--- src/rtl/less_than_msb_serial_pkg.sv ---
// Shared ALU constants for the serial less-than unit: FSM encoding,
// default digit width and the opcodes that select signed/unsigned compare.
package less_than_msb_serial_pkg;

    // FSM state encoding (2 bits)
    localparam logic [1:0] ST_IDLE = 2'd0;
    localparam logic [1:0] ST_SCAN = 2'd1;
    localparam logic [1:0] ST_DONE = 2'd2;

    // Bits compared per scan cycle unless overridden
    localparam int DEFAULT_DIGIT = 4;

    // ALU opcodes; ALU_SLT drives signed_i=1, ALU_SLTU drives signed_i=0
    localparam logic [3:0] ALU_SLT  = 4'b0010;
    localparam logic [3:0] ALU_SLTU = 4'b0011;

    // Index counter width for a given number of digits, never below 1
    function automatic int idx_width(input int ndig);
        return (ndig > 1) ? $clog2(ndig) : 1;
    endfunction

endpackage

--- src/rtl/less_than_msb_serial_cmp.sv ---
// One-digit unsigned comparator: equality and strict less-than.
module lt_digit_cmp #(
    parameter int W = 4
) (
    input  logic [W-1:0] a_i,
    input  logic [W-1:0] b_i,
    output logic         eq_o,
    output logic         lt_o
);

    // Pure combinational compare of the selected digit pair
    always_comb begin
        eq_o = (a_i == b_i);
        lt_o = (a_i < b_i);
    end

endmodule

--- src/rtl/less_than_msb_serial.sv ---
// Serial SLT/SLTU: scans operands MSB-first one digit per cycle and stops at
// the first unequal digit. Signed compare is done by flipping both MSBs at
// accept time so the scan itself is always unsigned.
module less_than_msb_serial
    import less_than_msb_serial_pkg::*;
#(
    parameter int N     = 32,
    parameter int DIGIT = DEFAULT_DIGIT
) (
    input  logic         clk_i,
    input  logic         rst_i,
    input  logic         in_valid_i,
    output logic         in_ready_o,
    input  logic [N-1:0] a_i,
    input  logic [N-1:0] b_i,
    input  logic         signed_i,
    output logic         out_valid_o,
    input  logic         out_ready_i,
    output logic [N-1:0] r_o
);

    localparam int NDIG  = N / DIGIT;
    localparam int IDX_W = idx_width(NDIG);
    localparam logic [IDX_W-1:0] IDX_TOP = IDX_W'(NDIG - 1);

    logic [1:0]       state_q, state_d;
    logic [N-1:0]     a_q, a_d;
    logic [N-1:0]     b_q, b_d;
    logic [IDX_W-1:0] idx_q, idx_d;
    logic             lt_q, lt_d;

    logic             dig_eq, dig_lt;

    lt_digit_cmp #(.W(DIGIT)) u_cmp (
        .a_i  (a_q[idx_q*DIGIT +: DIGIT]),
        .b_i  (b_q[idx_q*DIGIT +: DIGIT]),
        .eq_o (dig_eq),
        .lt_o (dig_lt)
    );

    // Next-state, operand capture and digit-index countdown
    always_comb begin
        state_d = state_q;
        a_d     = a_q;
        b_d     = b_q;
        idx_d   = idx_q;
        lt_d    = lt_q;
        case (state_q)
            ST_IDLE: begin
                if (in_valid_i) begin
                    // Bias MSB so two's-complement order becomes unsigned order
                    a_d        = a_i;
                    b_d        = b_i;
                    a_d[N-1]   = a_i[N-1] ^ signed_i;
                    b_d[N-1]   = b_i[N-1] ^ signed_i;
                    idx_d      = IDX_TOP;
                    lt_d       = 1'b0;
                    state_d    = ST_SCAN;
                end
            end
            ST_SCAN: begin
                if (!dig_eq) begin
                    lt_d    = dig_lt;
                    state_d = ST_DONE;
                end else if (idx_q == '0) begin
                    lt_d    = 1'b0;
                    state_d = ST_DONE;
                end else begin
                    idx_d   = idx_q - 1'b1;
                end
            end
            ST_DONE: begin
                if (out_ready_i) state_d = ST_IDLE;
            end
            default: state_d = ST_IDLE;
        endcase
    end

    // State and datapath registers, async reset aborts any op in flight
    always_ff @(posedge clk_i or posedge rst_i) begin
        if (rst_i) begin
            state_q <= ST_IDLE;
            a_q     <= '0;
            b_q     <= '0;
            idx_q   <= '0;
            lt_q    <= 1'b0;
        end else begin
            state_q <= state_d;
            a_q     <= a_d;
            b_q     <= b_d;
            idx_q   <= idx_d;
            lt_q    <= lt_d;
        end
    end

    // Handshake outputs; result is zero outside DONE, upper bits always zero
    always_comb begin
        in_ready_o  = (state_q == ST_IDLE);
        out_valid_o = (state_q == ST_DONE);
        r_o         = '0;
        r_o[0]      = (state_q == ST_DONE) && lt_q;
    end

endmodule

--- config.mk ---
export PLATFORM = sky130hd
export DESIGN_NAME = less_than_msb_serial
export DESIGN_NICKNAME = d
export VERILOG_FILES = /design/src/rtl/less_than_msb_serial_pkg.sv /design/src/rtl/less_than_msb_serial_cmp.sv /design/src/rtl/less_than_msb_serial.sv
export SDC_FILE = /design/constraint.sdc
export NUM_CORES = 1
export LEC_CHECK = 0
export BUFFER_PORTS_ARGS = -buffer_cell sky130_fd_sc_hd__buf_2
export CAP_MARGIN = 25
export CORE_MARGIN = 10
export CORE_UTILIZATION = 56
export CTS_CLUSTER_SIZE = 20
export DETAILED_ROUTE_END_ITERATION = 8
export MAX_ROUTING_LAYER = met4
export PLACE_DENSITY = 0.85
export SYNTH_ARGS = -nofsm -noshare
export SYNTH_HDL_FRONTEND = slang
export SYNTH_SLANG_ARGS = --single-unit
--- constraint.sdc ---
create_clock -name clk_i -period 4.6 [get_ports clk_i]
set_input_delay 0.46 -clock clk_i [delete_from_list [all_inputs] [get_ports clk_i]]
set_output_delay 0.46 -clock clk_i [all_outputs]
set_load 0.01 [all_outputs]
==> results of run 1 <==
==> how the worst max path moves through the flow <==
stage	start	end	slack, ns	cells past startpoint
5_1_grt	idx_q[1]$_DFFE_PP0P_	idx_q[0]$_DFFE_PP0P_	1.46	7
4_1_cts	idx_q[2]$_DFFE_PP0P_	idx_q[1]$_DFFE_PP0P_	1.69	7
6_report	idx_q[2]$_DFFE_PP0P_	idx_q[0]$_DFFE_PP0P_	1.67	7
3_3_place_gp	idx_q[2]$_DFFE_PP0P_	idx_q[1]$_DFFE_PP0P_	1.80	7
2_1_floorplan	idx_q[2]$_DFFE_PP0P_	idx_q[0]$_DFFE_PP0P_	2.32	9
3_5_place_dp	idx_q[2]$_DFFE_PP0P_	idx_q[0]$_DFFE_PP0P_	1.71	7
==> flip-flops by register name, summed over array words and instances, names as in the netlist <==
name / flops
a_q: 32
b_q: 32
state_q: 2
idx_q: 3
lt_q: 1
==> worst max-delay path: cells and delay by family, from the launching register on <==
family	cells	cell delay (ns)
adders and majority gates	1	0.34
muxes	2	0.83
DFF	1	0.95
and+or+nand+nor	4	0.71
==> through the flow <==
step	instance area (um^2)	total power [mW]	hold slack (ns)	instances	util, %
floorplan	3680	1.91	0.453	283	-
global placement	3810	2.04	0.434	391	60.7
detailed placement	3810	2.10	0.440	391	60.7
CTS	3970	2.52	0.0803	405	63.2
global route	3970	2.68	0.0889	405	63.2
finish	3970	2.52	0.0691	405	63.2
==> layout make-up <==
type | instances | area [um^2] | area share, %
multi-input combinational | 165 | 1560 | 39.4
clock buffer | 10 | 138 | 3.47
sequential | 70 | 1750 | 44.1
tap | 77 | 96.3 | 2.43
inverter | 5 | 18.8 | 0.473
clock inverter | 4 | 25.0 | 0.630
timing repair buffer | 74 | 378 | 9.52
==> cells by family after synthesis <==
group	synth area share, %
buffers and inverters	10.3
and+or+nand+nor	4.52
adders and majority gates	2.10
muxes	31.3
AOI/OAI and AO/OA	2.07
xor gates and xnor gates	0.491
DFF	49.1
other	0.105
==> cells in the mapped netlist (2+ instances only) <==
master | count | area, um^2
dfrtp_1 | 70 | 1750
mux2_2 | 57 | 642
buf_4 | 31 | 233
mux4_2 | 16 | 360
nand2_1 | 12 | 45.0
buf_6 | 9 | 101
nor2_1 | 8 | 30.0
ha_1 | 6 | 75.1
mux2i_1 | 6 | 60.1
a21oi_1 | 5 | 25.0
mux2_1 | 5 | 56.3
inv_1 | 4 | 15.0
and2_1 | 2 | 12.5
buf_2 | 2 | 10.0
xnor2_1 | 2 | 17.5
==> power by group <==
part,switching [mW],internal (mW)
Sequential,0.209,0.920
Clock,0.224,0.202
Combinational,0.371,0.589
==> routing by layer <==
| layer | track usage (%) | wire, um | vias to the layer above |
|---|---|---|---|
| met4 | 5.62 | 111 | 0 |
| li1 | - | - | 984 |
| met5 | - | 0 | - |
| met2 | 24.0 | 3680 | 70 |
| met1 | 16.5 | 2850 | 1071 |
| met3 | 4.46 | 455 | 10 |
==> impl_results.md, run 1 <==
- Status: finished, final reports clean
- CTS Hold Bufs: 0
- Critical path arrival: 3.19 ns
- Worst min-delay path category: input port to async pin
- Setup Viol. Count Final: 0
- RSZ-0062 raised after global routing: no
- Nets: 400
- CTS tree: built
- Total number of vias: 2135
- Post-CTS Repair Setup Buffers: 0
- CTS Sinks: 70
- Die area: about 0.010 mm^2
- Post-CTS Resized: 0
- Static Leakage: 1.85 nW
- Clk_skew: around 0.010 ns
- Fin. max-slew vios: 0
- Rows: 29
- Initial DRC count: ~150
- Tot GR Track Use: 14.7%
- Die X-Extent: 99.8 um
- Tightest Pin Transition: 0.988 ns
- Reg2Reg Depth: 7
- CP dominant cell by count: nand2_1
- Detailed Place HPWL: between 5000 and 6000 um
- Worst Path Max Fanout: 20
- Initial DRT Pass Iterations: 4
- Overflow after GRT: 0
- Initial antenna violation count: 0
- H-Tree Depth: 3
- Post-route ant nets: 0
- Worst setup EP type: flip-flop
- PnR worst setup slack: 1.67 ns
- Reg2Reg Setup Slack: 1.67 ns
- Fin Setup TNS: 0 ns
- Commonest non-fill, non-tap cell in the layout: buf_2
- Num CTS Buffers: 9
- Post-synth cell types: 33
- Routed wire length: between 7000 and 8000 um
- Fin crit period: 2.93 ns
- First-pass GRT wire length: 11500 um
- N_diodes: 0
- Post-synth EDFFs: 0
- Vias in the first global route: 2414
- GPL Wtd Cong: 0.768
- Most used DFF post-synth: dfrtp_1
- Sequential area share after synthesis: 49.1%
- Layout cells sized above 1: between 50% and 60%
- Wire per inst: ~18 um
- Clk_lat worst skew: 0.34 ns
- Most frequent cells in the layout: buf_2 (71), dfrtp_1 (70), mux2_2 (57)
- Cells after Synth: 253
- Pin count of the biggest net entering global routing: between 50 and 60
- Seq cells post-synth: 70
- Pwr Density: 634 mW/mm^2
- Slew headroom: around 34%
- FILL cells: 470
- Critical path type: flip-flop to flip-flop
- DRC errors left: 0
- Routed vias/inst: 5.27
- Critical path's slowest cell: dfrtp_1
- IO Count: 103
- Synth async-reset ratio: 100%
- Core area: 0.00628 mm^2
- Crit-path cells: mux4_2 -> nand2_1 -> nand2_1 -> ha_1 -> nand4_1 -> nor3b_1 -> mux2i_1
- Place WS: between 1.5 and 2 ns
- Clk pin slew, worst setup/hold paths: 0.08 ns
- Mean Syn Cell Area: 14.1 um^2
- Fin. Hold Viols: 0
- Max Root-Sink Buffers: 2
- Worst R2R End: idx_q[0]$_DFFE_PP0P_
- Worst Path Required: 4.87 ns
- Origin of the critical flop-to-flop path: idx_q[2]$_DFFE_PP0P_
- Post-route clock period utilization: 63.6%
- Initial Util: 56.8%
- Synthesized area: 0.00357 mm^2
- Total number of yosys warnings: 0
- Port Buffer Count: 71
- Max Clock Freq: 342 MHz
- CP max stage delay: 0.95 ns
- Chip Height: 99.8 um
- Setup crit start kind: flip-flop
- Number of max-cap violations: 0
- Clk root buf: clkbuf_8
- Worst VDD drop: between 0.0003 and 0.0004 V
- Area growth from synthesis to layout: 11.3%
Note: power is estimated with default switching activity, not from simulation.
==> run 2: changes to the inputs <==
--- a/config.mk
+++ b/config.mk
@@ -5,14 +5,15 @@
 export SDC_FILE = /design/constraint.sdc
 export NUM_CORES = 1
 export LEC_CHECK = 0
+export ABC_AREA = 1
 export BUFFER_PORTS_ARGS = -buffer_cell sky130_fd_sc_hd__buf_2
 export CAP_MARGIN = 25
 export CORE_MARGIN = 10
-export CORE_UTILIZATION = 56
+export CORE_UTILIZATION = 52
 export CTS_CLUSTER_SIZE = 20
 export DETAILED_ROUTE_END_ITERATION = 8
 export MAX_ROUTING_LAYER = met4
-export PLACE_DENSITY = 0.85
+export PLACE_DENSITY = 0.8
 export SYNTH_ARGS = -nofsm -noshare
 export SYNTH_HDL_FRONTEND = slang
 export SYNTH_SLANG_ARGS = --single-unit
==> constraint.sdc (replaced) <==
create_clock -name clk_i -period 2.96 [get_ports clk_i]
set_input_delay 0.296 -clock clk_i [delete_from_list [all_inputs] [get_ports clk_i]]
set_output_delay 0.296 -clock clk_i [all_outputs]
set_load 0.01 [all_outputs]
==> run 2 against run 1 <==
Compared with the run above: worst hold slack worse by 0.042 ns; maximum frequency is 18% higher; via count is 44% higher; critical path type unchanged; wire length is 18% higher; sequential cell count stayed put; global-route usage is 1.9 points higher; non-clock buffer count is 3 higher; total power is 69% higher; highest routed layer unchanged; largest cell class unchanged; first-iteration DRC count is 26% higher; utilization is 2.7 points lower; area after synthesis is 2.7% higher; largest power group is now combinational cells; clock power is 77% higher.
==> impl_results.md, run 2 <==
- DRC errors left: 0 (unchanged)
- Chip Height: 104 um (+4.1%)
- Post-CTS Repair Setup Buffers: 0 (unchanged)
- Sequential area share after synthesis: 47.8% (-1.3 points)
- CTS tree: built
- Tot GR Track Use: 16.5% (+1.9 points)
- Cell taking the most area after synthesis: dfrtp_1
- H-Tree Depth: 3 (unchanged)
- Switching Fraction: 40.8% (+8.8 points)
- Crit-path cells: inv_1 -> o21ai_0 -> nand2_1 -> nand2_1 -> nand2_1 -> ha_1 -> nand2_1 -> nor2_1 -> nand2_1 -> nand2_1 -> o21ai_0
- Layout cells sized above 1: 17.2% (-33 points)
- Share of the synthesized area in the top cell type: 47.8% (-1.3 points)
- Worst VDD drop: 0.000466 V (+26%)
- Mux share of post-synthesis cell area: 0% (-31 points)
- Sequential share of power: 40.0% (-4.9 points)
- Setup crit start kind: flip-flop
- Area of placed instances: 0.00395 mm^2 (+3.7%)
- First-pass GRT wire length: 14500 um (+26%)
- Critical path arrival: 2.69 ns (-0.50 ns)
- Max Root-Sink Buffers: 2 (unchanged)
- Vias in the first global route: 3154 (+31%)
- Post-synth cell types: 24 (-27%)
- Rows: 30 (+3.4%)
- Worst min-delay path category: input port to async pin
- Largest family of logic cells by synthesized area: simple AND/OR/NAND/NOR gates
- IO Count: 103 (unchanged)
- Initial DRC count: 191 (+26%)
- Clk pwr share: 17.8% (+0.9 points)
- Initial DRT Pass Iterations: 4 (unchanged)
- Initial antenna violation count: 0 (unchanged)
- N_diodes: 0 (unchanged)
- Compound-cell area share of the yosys netlist: 9.35% (+7.3 points)
- Total number of yosys warnings: 0 (unchanged)
- Worst setup EP type: flip-flop
- Max Clock Freq: 402 MHz (+18%)
- Fin. max-slew vios: 0 (unchanged)
- Overflow after GRT: 0 (unchanged)
- Synth async-reset ratio: 100% (unchanged)
- Fin Setup TNS: 0 ns (unchanged)
- Place WS: 0.509 ns (-1.20 ns)
- Fin crit period: 2.49 ns (-0.439 ns)
- GPL Wtd Cong: 0.931 (+21%)
- Port Buffer Count: 71 (unchanged)
- Most used DFF post-synth: dfrtp_1
- Fin cells: 643 (+59%)
- PnR worst setup slack: 0.473 ns (-1.20 ns)
- Routed wire length: 8370 um (+18%)
- Most frequent cells in the layout: nand2_1 (201), buf_2 (71), dfrtp_1 (70)
- Clk pin slew, worst setup/hold paths: 0.07 ns (about the same)
- CP max stage delay: 0.62 ns (-0.33 ns)
- CP dominant cell by count: nand2_1
- Top cells by count, synth: nand2_1 (201), dfrtp_1 (70), o21ai_0 (46), nor2_1 (42), buf_4 (32)
- Cell with the most instances after synthesis: nand2_1
- Critical path type: flip-flop to flip-flop
- Adder-Cell Fraction of Synth Area: 2.05% (-0.055 points)
- Fin area: 0.00414 mm^2 (+4.2%)
- Die area: 0.0108 mm^2 (+8.4%)
- RSZ-0062 raised after global routing: no
- Xor/xnor share of the synthesized area: 0.478% (-0.013 points)
- Clk_lat worst skew: 0.35 ns (about the same)
- Worst Path Required: 3.17 ns (-1.70 ns)
- Seq cells post-synth: 70 (unchanged)
- Num CTS Buffers: 9 (unchanged)
- Status: finished, final reports clean
- Commonest non-fill, non-tap cell in the layout: nand2_1
- Core area: 0.00683 mm^2 (+8.8%)
- Clk_skew: 0.00996 ns (-0.000542 ns)
- Setup Viol. Count Final: 0 (unchanged)
- Routed vias/inst: 4.77 (-9.4%)
- Initial Util: 53.6% (-3.2 points)
- Nets: 619 (+55%)
- Die X-Extent: 104 um (+4.1%)
- P_sw: 1.73 mW (+120%)
- Mean Syn Cell Area: 7.60 um^2 (-46%)
- Clk root buf: clkbuf_8
- Total number of vias: 3070 (+44%)
- Wire per inst: 13.0 um (-26%)
- Pin count of the biggest net entering global routing: 47 (-16%)
- Synth area leaders: dfrtp_1 (48%), nand2_1 (21%), buf_4 (6.6%)
- Number of max-cap violations: 0 (unchanged)
- Post-route ant nets: 0 (unchanged)
- Cells after Synth: 482 (+91%)
- Post-synth EDFFs: 0 (unchanged)
- Post-route clock period utilization: 84.0% (+20 points)
- Largest registers: a_q (32), b_q (32), idx_q (3)
- Synthesized area: 0.00366 mm^2 (+2.7%)
- CTS Hold Bufs: 0 (unchanged)
- Post-CTS Resized: 0 (unchanged)
- Comb power frac: 42.3% (+4.1 points)
- CTS Sinks: 70 (unchanged)
- Int Power: 2.52 mW (+47%)
- Area growth from synthesis to layout: 12.9%
- Top delay family on crit path: simple AND/OR/NAND/NOR gates
- Static Leakage: 2.32 nW (+25%)
- Synth Area in Simple Gates: 27.3% (+23 points)
- Worst Path Max Fanout: 19 (-5.0%)
- Pwr Density: 1030 mW/mm^2 (+62%)
- Critical path's slowest cell: dfrtp_1
- Placed insts: 629 (+61%)
- Sum of buffers and inverters on the critical path: 1 (+1)
- Detailed Place HPWL: 6310 um (+17%)
- Fin. Hold Viols: 0 (unchanged)
## run 2: cell count changes in the layout (fill, tap and decap cells not counted), moves of 4 or more
cell	delta
nand2_1	+189
o211ai_1	+6
nand3_1	+9
nor2_1	+34
mux2_1	-5
mux2i_1	-6
a21oi_1	+4
mux2_2	-57
o21ai_0	+46
mux4_2	-16
inv_1	+21
## run 2: worst paths after layout
kind                                      start  slack, ns                     end  cells past startpoint
max                        idx_q[0]$_DFFE_PP0P_       0.47    idx_q[1]$_DFFE_PP0P_                     11
min                                       rst_i       0.03      a_q[9]$_DFFE_PP0P_                      3
max reg2reg                idx_q[0]$_DFFE_PP0P_       0.47    idx_q[1]$_DFFE_PP0P_                     11
min reg2reg                 a_q[16]$_DFFE_PP0P_       0.48     a_q[16]$_DFFE_PP0P_                      2
max in group asynchronous                 rst_i       2.54        lt_q$_DFFE_PP0P_                      3
min in group clk_i                  out_ready_i       0.12  state_q[1]$_DFFE_PP0P_                      2
## run 2: final cells by class
cell class                      instances  area (um^2)
Clock buffer                           13          159
Clock inverter                          1         30.0
Fill cell                             650         2700
Inverter                               26         97.6
Multi-Input combinational cell        360         1550
Sequential cell                        70         1750
Tap cell                               96          120
Timing Repair Buffer                   77          425
## run 2: worst min-delay path, stage by stage
cell and delay (ns):
buf_2 0.10, inv_2 0.05, buf_4 0.35
## run 2: routing by layer
metal / wire length, um / vias up / global-route usage, %
li1: - / 1558 / -
met1: 3870 / 1396 / 20.5
met2: 3820 / 101 / 25.1
met3: 528 / 15 / 4.83
met4: 159 / 0 / 6.06
met5: 0 / - / -
## run 2: metrics by stage
stage	utilization, %	power [mW]	hold WS (ns)
after detailed placement	57.8	3.51	0.409
after floorplan	-	3.09	0.382
final	60.5	4.25	0.0267
after global placement	57.8	3.44	0.403
after global routing	60.5	4.70	0.0588
after CTS	60.5	4.27	0.0365
## run 2: cells by family (layout without fill, tap and decap cells)
family / after synthesis / count (layout)
buf+inv: 82 / 117
compound gates: 64 / 64
fa+ha+maj: 6 / 6
other cells: 1 / 31
flops: 70 / 70
simple gates: 257 / 257
xor+xnor: 2 / 2
## run 2: power by group through the flow
stage	combinational (mW)	sequential [mW]	clock [mW]
final	1.80	1.70	0.755
after global routing	2.13	1.75	0.809
after CTS	1.81	1.70	0.764
after detailed placement	1.80	1.71	0
after global placement	1.74	1.70	0
after floorplan	1.50	1.59	0
==> run 3: changes to the inputs <==
==> constraint.sdc (replaced) <==
create_clock -name clk_i -period 2.5 [get_ports clk_i]
set_input_delay 0.25 -clock clk_i [delete_from_list [all_inputs] [get_ports clk_i]]
set_output_delay 0.25 -clock clk_i [all_outputs]
set_load 0.01 [all_outputs]
==> run 3 against run 2 <==
Compared with the run above: sequential share of layout area increased by 0.14 points; register-to-register slack got worse by 0.17 ns; via count decreased by 0.13%; critical path depth increased by 1; highest routed layer unchanged; largest cell class unchanged; maximum frequency increased by 13%; final cell count increased by 0.47%; critical endpoint unchanged.
==> impl_results.md, run 3 (synthesis results as in run 2) <==
- Sum of buffers and inverters on the critical path: 1 (unchanged)
- Die X-Extent: 104 um (unchanged)
- Initial DRC count: 174 (-8.9%)
- Initial DRT Pass Iterations: 4 (unchanged)
- Final Util: 60.3% (-0.20 points)
- Clk root buf: clkbuf_8
- Clk_skew: 0.0116 ns (+0.00168 ns)
- CTS Sinks: 70 (unchanged)
- Area growth from synthesis to layout: 12.5%
- Worst Path Max Fanout: 19 (unchanged)
- Rows: 30 (unchanged)
- Total number of vias: 3066 (-0.13%)
- CTS tree: built
- Vias in the first global route: 3128 (-0.82%)
- Pin count of the biggest net entering global routing: 79 (+68%)
- Crit-path cells: buf_4 -> a21oi_1 -> o21ai_0 -> nand2_1 -> nand2_1 -> nand2_1 -> ha_1 -> nand2_1 -> nor2_1 -> nand2_1 -> nand2_1 -> o21ai_0
- Setup crit start kind: flip-flop
- Tot GR Track Use: 16.0% (-0.56 points)
- Chip Height: 104 um (unchanged)
- Port Buffer Count: 71 (unchanged)
- Tightest Pin Transition: about 0.73 ns
- Worst Path Required: 2.71 ns (-0.46 ns)
- Overflow after GRT: 0 (unchanged)
- Post-route ant nets: 0 (unchanged)
- Number of max-cap violations: 0 (unchanged)
- Worst setup EP type: flip-flop
- Initial Util: 53.6% (unchanged)
- Reg2Reg Depth: 12 (+1)
- DRC errors left: 0 (unchanged)
- CTS Hold Bufs: 0 (unchanged)
- Static Leakage: 2.31 nW (-0.30%)
- Fin Setup TNS: 0 ns (unchanged)
- Wire per inst: 13.1 um (+0.39%)
- Die area: 0.0108 mm^2 (unchanged)
- CP dominant cell by count: nand2_1
- Post-CTS Resized: 0 (unchanged)
- Routed wire length: 8450 um (+0.86%)
- Worst path depth: 12 (+1)
- Worst min-delay path category: input port to async pin
- GPL Wtd Cong: 0.908 (-2.5%)
- Post-route clock period utilization: 87.9% (+3.9 points)
- Status: finished, final reports clean
- Most frequent cells in the layout: nand2_1 (201), buf_2 (71), dfrtp_1 (70)
- Core area: 0.00683 mm^2 (unchanged)
- Post-CTS Repair Setup Buffers: 0 (unchanged)
- Slew headroom: 51.0%
- Fin. Hold Viols: 0 (unchanged)
- Clk_lat worst skew: 0.35 ns (about the same)
- Max Clock Freq: 455 MHz (+13%)
- Layout cells sized above 1: 17.6% (+0.45 points)
- Pwr Density: 1190 mW/mm^2 (+16%)
- Initial antenna violation count: 0 (unchanged)
- Fin. max-slew vios: 0 (unchanged)
- Hold Slack: 0.0130 ns (-0.0137 ns)
- First-pass GRT wire length: 14100 um (-2.7%)
- Clk pin slew, worst setup/hold paths: 0.08 ns (about the same)
- H-Tree Depth: 3 (unchanged)
- Top delay family on crit path: simple AND/OR/NAND/NOR gates
- Setup Viol. Count Final: 0 (unchanged)
- CP max stage delay: 0.43 ns (-0.19 ns)
- Num CTS Buffers: 9 (unchanged)
- RSZ-0062 raised after global routing: no
- Fin crit period: 2.20 ns (-0.289 ns)
- Critical path's slowest cell: dfrtp_1
- Commonest non-fill, non-tap cell in the layout: nand2_1
- Largest registers: a_q (32), b_q (32), idx_q (3)
- Nets: 620 (+0.16%)
- Max Root-Sink Buffers: 2 (unchanged)
- IO Count: 103 (unchanged)
- Critical path type: flip-flop to flip-flop
- Critical path arrival: 2.41 ns (-0.28 ns)
- Reg2Reg Setup Slack: 0.30 ns (-0.17 ns)
- Detailed Place HPWL: 6410 um (+1.7%)
- Routed vias/inst: 4.75 (-0.59%)
- N_diodes: 0 (unchanged)
- Worst VDD drop: 0.000510 V (+9.4%)
==> run 3: cell count changes in the layout (fill, tap and decap cells not counted), sizes merged <==
cell      change
bufinv        -1
clkbuf        -1
clkinvlp      +1
clkinv        +3
buf           +1
==> run 3: power by group <==
group          internal, mW  switching (mW)
Combinational         0.801            1.35
Clock                 0.382           0.416
Sequential             1.68           0.296
Total                  2.86            2.06
==> run 3: per-stage QoR <==
step | cells | worst slack (ns) | area, um^2 | power, mW
3_5_place_dp | 630 | 0.349 | 3960 | 4.15
5_1_grt | 646 | 0.105 | 4120 | 5.41
2_1_floorplan | 512 | 0.482 | 3780 | 3.66
4_1_cts | 646 | 0.306 | 4120 | 4.96
6_report | 646 | 0.302 | 4120 | 4.92
3_3_place_gp | 630 | 0.459 | 3960 | 4.06
==> run 3: cell type report <==
type,instances,area [um^2]
Inverter,26,97.6
Multi-Input combinational cell,360,1550
Clock inverter,4,22.5
Timing Repair Buffer,78,433
Clock buffer,12,145
Tap cell,96,120
Sequential cell,70,1750
Fill cell,641,2710
==> run 3: routing by layer <==
| metal | GRT usage, % | wire length, um | share of wire [%] |
|---|---|---|---|
| met5 | - | 0 | 0 |
| met4 | 6.26 | 138 | 1.6 |
| met3 | 4.83 | 490 | 5.8 |
| met2 | 24.7 | 3900 | 46 |
| met1 | 19.1 | 3920 | 46 |
==> run 3: worst reg2reg max path, delay by kind of cell, from the launching register on <==
kind                     cells  cell delay (ns)
AND/OR/NAND/NOR              7             0.77
AO/OA/AOI/OAI                3             0.31
adder cells (fa/ha/maj)      1             0.29
buffers and inverters        1             0.27
flip-flops                   1             0.43
==> run 3: final timing paths <==
| kind | start | to |
|---|---|---|
| setup reg to reg | idx_q[1]$_DFFE_PP0P_ | idx_q[1]$_DFFE_PP0P_ |
| hold reg to reg | b_q[0]$_DFFE_PP0P_ | b_q[0]$_DFFE_PP0P_ |
| hold / removal | rst_i | a_q[5]$_DFFE_PP0P_ |
| max in group asynchronous | rst_i | b_q[2]$_DFFE_PP0P_ |
| min in group clk_i | out_ready_i | state_q[1]$_DFFE_PP0P_ |
| setup / recovery | idx_q[1]$_DFFE_PP0P_ | idx_q[1]$_DFFE_PP0P_ |
